<file path="config.mk">
export PLATFORM = sky130hd
export DESIGN_NAME = cache_miss_ctrl
export DESIGN_NICKNAME = d
export VERILOG_FILES = /design/src/rtl/cache_miss_ctrl.sv
export SDC_FILE = /design/constraint.sdc
export NUM_CORES = 1
export LEC_CHECK = 0
export BUFFER_PORTS_ARGS = -buffer_cell sky130_fd_sc_hd__buf_2
export CAP_MARGIN = 20
export CORE_MARGIN = 8
export CORE_UTILIZATION = 35
export CTS_CLUSTER_DIAMETER = 30
export DETAILED_ROUTE_END_ITERATION = 10
export PLACE_DENSITY = 0.67
export SLEW_MARGIN = 40
export SYNTH_ARGS = -nofsm -noshare
export SYNTH_HDL_FRONTEND = slang
export SYNTH_SLANG_ARGS = --single-unit
</file>
<file path="constraint.sdc">
create_clock -name clock -period 2.1 [get_ports clock]
set_input_delay 0.315 -clock clock [delete_from_list [all_inputs] [get_ports clock]]
set_output_delay 0.315 -clock clock [all_outputs]
set_load 0.005 [all_outputs]
</file>
<file path="src/rtl/cache_miss_ctrl.sv">
// Miss handler: optional victim write-back, byte fetch, then a one-cycle fill to the cache.
// Latency: clean miss fill 1+wait cycles after accept; dirty 2+2*wait (1+wait with WB_BUFFER_EN).
// Backpressure: busy holds off new misses until IDLE; mem_req stays up until mem_ack.
module cache_miss_ctrl #(
    parameter int ADDR_W = 5,
    parameter int DATA_W = 8
) (
    input  logic              clock,
    input  logic              resetn,
    input  logic              miss_req,
    input  logic [ADDR_W-1:0] miss_addr,
    input  logic              victim_dirty,
    input  logic [ADDR_W-1:0] victim_addr,
    input  logic [DATA_W-1:0] victim_data,
    output logic              busy,
    output logic              fill_valid,
    output logic [ADDR_W-1:0] fill_addr,
    output logic [DATA_W-1:0] fill_data,
    output logic              mem_req,
    output logic              mem_we,
    output logic [ADDR_W-1:0] mem_addr,
    output logic [DATA_W-1:0] mem_wdata,
    input  logic              mem_ack,
    input  logic [DATA_W-1:0] mem_rdata,
    output logic [7:0]        miss_count,
    output logic [7:0]        wb_count
);

`ifdef WB_BUFFER_EN
    typedef enum logic [2:0] {IDLE, WRITEBACK, FETCH, FILL, DRAIN} state_t;
`else
    typedef enum logic [1:0] {IDLE, WRITEBACK, FETCH, FILL} state_t;
`endif

    state_t            state;
    logic [ADDR_W-1:0] req_addr;
`ifdef WB_BUFFER_EN
    logic              buf_dirty;
    logic [ADDR_W-1:0] buf_addr;
    logic [DATA_W-1:0] buf_data;
`endif

    always_ff @(posedge clock or negedge resetn) begin
        if (!resetn) begin
            state      <= IDLE;
            req_addr   <= '0;
            busy       <= 1'b0;
            fill_valid <= 1'b0;
            fill_addr  <= '0;
            fill_data  <= '0;
            mem_req    <= 1'b0;
            mem_we     <= 1'b0;
            mem_addr   <= '0;
            mem_wdata  <= '0;
            miss_count <= 8'd0;
            wb_count   <= 8'd0;
`ifdef WB_BUFFER_EN
            buf_dirty  <= 1'b0;
            buf_addr   <= '0;
            buf_data   <= '0;
`endif
        end else begin
            case (state)
                IDLE: begin
                    if (miss_req && !busy) begin
                        req_addr <= miss_addr;
                        busy     <= 1'b1;
                        mem_req  <= 1'b1;
                        if (miss_count != 8'hFF)
                            miss_count <= miss_count + 8'd1;
`ifdef WB_BUFFER_EN
                        // Victim is parked; the fetch goes out first and the write drains after fill.
                        buf_dirty <= victim_dirty;
                        buf_addr  <= victim_addr;
                        buf_data  <= victim_data;
                        mem_we    <= 1'b0;
                        mem_addr  <= miss_addr;
                        state     <= FETCH;
`else
                        mem_wdata <= victim_data;
                        if (victim_dirty) begin
                            mem_we   <= 1'b1;
                            mem_addr <= victim_addr;
                            state    <= WRITEBACK;
                        end else begin
                            mem_we   <= 1'b0;
                            mem_addr <= miss_addr;
                            state    <= FETCH;
                        end
`endif
                    end
                end
                WRITEBACK: begin
                    // mem_req stays high so the read follows the write back-to-back.
                    if (mem_ack) begin
                        if (wb_count != 8'hFF)
                            wb_count <= wb_count + 8'd1;
                        mem_we   <= 1'b0;
                        mem_addr <= req_addr;
                        state    <= FETCH;
                    end
                end
                FETCH: begin
                    if (mem_ack) begin
                        fill_data  <= mem_rdata;
                        fill_addr  <= req_addr;
                        fill_valid <= 1'b1;
                        mem_req    <= 1'b0;
                        mem_we     <= 1'b0;
                        state      <= FILL;
                    end
                end
                FILL: begin
                    fill_valid <= 1'b0;
`ifdef WB_BUFFER_EN
                    if (buf_dirty) begin
                        mem_req   <= 1'b1;
                        mem_we    <= 1'b1;
                        mem_addr  <= buf_addr;
                        mem_wdata <= buf_data;
                        buf_dirty <= 1'b0;
                        state     <= DRAIN;
                    end else begin
                        busy  <= 1'b0;
                        state <= IDLE;
                    end
`else
                    busy  <= 1'b0;
                    state <= IDLE;
`endif
                end
`ifdef WB_BUFFER_EN
                DRAIN: begin
                    if (mem_ack) begin
                        if (wb_count != 8'hFF)
                            wb_count <= wb_count + 8'd1;
                        mem_req <= 1'b0;
                        mem_we  <= 1'b0;
                        busy    <= 1'b0;
                        state   <= IDLE;
                    end
                end
`endif
                default: state <= IDLE;
            endcase
        end
    end

endmodule

</file>
==> flow_summary.toml <==
[die]
io_pins = 77
core_sq_um = 7137
num_rows = 31
die_area_sq_um = 10220
die_h_um = 101.1
dieWidth_um = 101.1
start_util = 0.3552

[clock_tree]
clk_pin_slew_ns = 0.09
insertion_delay_ns = 0.30
cts_resized = 0
clock_path_buffers = 2
hold_buffers = 1
tritoncts = "built"
cts_buffers = 5
cts_root_buf = "clkbuf_8"
clkSinkCount = 53
h-tree-depth = 2
postCtsSetupBuffers = 0

[worst_setup_path]
critPathKind = "reg -> reg"
crit_required_ns = 2.30
r2r_cells = 5
r2r_start = "state[1]$_DFFE_PN0P_"
worstPathMaxFanout = 9
cp.arrival_ns = 1.97
crit_slowest_cell = "dfrtp_1"
crit_start = "state[1]$_DFFE_PN0P_"
critPathCaptureType = "flip-flop"
startpoint_type = "flip-flop"
critPathMaxStageDelay_ns = 0.42
crit_chain = "inv_1, ha_1, buf_4, o211ai_4, mux2_2"

[cells_and_area]
final_cell_area_sq_um = 3171
drive_gt1_frac = 0.3968
multi_input_area_sq_um = 1127
fin_nets = 347
area_growth_pct = 25.07
antenna_cells = 0
seqCellArea_sq_um = 1326
fillers = 725

[timing]
whs_ns = 0.1932
slew_violations = 0
fin_worst_skew_ns = 0.007947
setup_viol = 0
rsz0062_at_grt = "no"
finalHoldViolations = 0
fmax_ghz = 0.5635
fin_crit_ns = 1.775
slew_headroom = 0.6952
fin_setup_tns_ns = 0
fin_crit_sh = 0.8450
worst_pin_slew_ns = 0.4572

[logic_synthesis]
synth.top_cells.by_area = "dfrtp_1 (52%), mux2_2 (9.8%), nand2_1 (7.8%)"
synth.largest_area_cell = "dfrtp_1"
yosysSeqAreaShare = 0.5232
synthFlopType = "dfrtp_1"
synth_area_per_cell_sq_um = 11.22
synth-edff-count = 0
synthCells = 226
ys_types = 39
yosys-top-cells-count = "dfrtp_1 (53), nand2_1 (53), mux2_2 (22)"
syn_nets = 264
synth_area_sq_um = 2535
synth_top_cell_area_share = 0.5232
ys.warnings.count = 0
ys_ff_latch = 53
async_reset_ff_frac = 1.000

[global_routing]
grt-ovfl-total = 0
grt_use_total = 0.1200
antenna_found_initial = 0
grt_pass1_wl_um = 9735
grt_max_degree = 23
grt_pass1_vias = 1994

[placed_design]
routabilityCongestion = 0.8559
io_buffers = 76
postPlaceCellArea_sq_um = 3040
hpwl_um = 4596

[min_path]
hold_path_depth = 3
min_from = "victim_data[4]"
hold_path_class = "in -> reg"

[power_and_ir_drop]
p_leak_nw = 1.584
irDropWorstVdd_mv = 0.4967
fin_total_pwr_mw = 4.071
power.density_nw_per_um2 = 1284

[status]
status = "completed"

[routing]
post_drt_wl_per_cell_um = 14.22
initialDrtViolationCount = 63
drt_wl_total_um = 5814
remaining_drc_errors = 0
vias_per_cell = 4.655
ant_nets = 0
drt-pass1-iter-count = 4
vias = 1904

[flow_run]
cap_violations = 0
==> registers in the layout (all words and copies together), names as in the netlist <==
signal / flops
busy: 1
fill_addr: 5
mem_wdata: 8
mem_we: 1
wb_count: 8
miss_count: 8
mem_addr: 5
state: 2
req_addr: 5
fill_data: 8
mem_req: 1
fill_valid: 1
==> power breakdown <==
group	total [mW]	switching, mW	internal, mW	leakage (nW)
Sequential	1.74	0.311	1.43	0.654
Clock	0.707	0.320	0.387	0.0574
Combinational	1.62	0.772	0.851	0.873
Total	4.07	1.40	2.67	1.58
==> cell families (layout without fill, tap and decap cells) <==
family	Yosys count	after routing	share of synthesized area
AND/OR/NAND/NOR	84	84	0.1644
XOR/XNOR	6	6	0.02073
flip-flops	53	53	0.5232
adder cells (fa/ha/maj)	7	7	0.03455
buffers and inverters	16	100	0.03208
multiplexers	34	34	0.1481
AO/OA/AOI/OAI	26	26	0.07700
==> metrics by stage <==
stage	setup WS, ns	instances	utilization
floorplan	0.4131	226	-
detailed placement	0.3416	400	0.4260
finish	0.3254	409	0.4443
CTS	0.3276	409	0.4443
global placement	0.3807	400	0.4260
global route	0.1931	409	0.4443
==> placed cells by master, fill, tap and decap left out, types with 5 or more instances in the layout <==
cell and instances:
a21oi_1 7, buf_2 76, buf_4 7, clkbuf_8 6
dfrtp_1 53, ha_1 7, inv_1 8, mux2_2 22
mux2i_1 9, nand2_1 53, nand3_1 5, nand4_1 5
nor2_1 7, o21ai_0 9, xnor2_1 5
==> layout make-up <==
cell class	count	area share
Clock inverter	2	0.01184
Multi-Input combinational cell	157	0.3556
Inverter	8	0.009471
Sequential cell	53	0.4183
Tap cell	99	0.03907
Timing Repair Buffer	84	0.1397
Clock buffer	6	0.02605
==> routing by layer <==
layer  track usage  vias up  part of all wire
met5             0        -                 0
met4       0.04467        0             0.011
met3       0.04282        7             0.093
met2        0.1903       68              0.47
met1        0.1461      888              0.42
li1              -      941                 -
==> worst max-delay path, delay by kind of cell, from the launching register on <==
family	cells	cell delay, ns
flops	1	0.42
mux	1	0.38
buf+inv	2	0.30
fa+ha+maj	1	0.29
compound gates	1	0.28
==> final timing paths <==
kind,endpoint,slack (ns)
max in group asynchronous,fill_data[4]$_DFFE_PN0P_,0.96
min in group asynchronous,fill_data[1]$_DFFE_PN0P_,0.49
hold / removal,mem_wdata[4]$_DFFE_PN0P_,0.19
setup / recovery,mem_addr[1]$_DFFE_PN0P_,0.33
setup reg to reg,mem_addr[1]$_DFFE_PN0P_,0.33
hold reg to reg,mem_wdata[3]$_DFFE_PN0P_,0.48
Note: power is estimated with default switching activity, not from simulation.
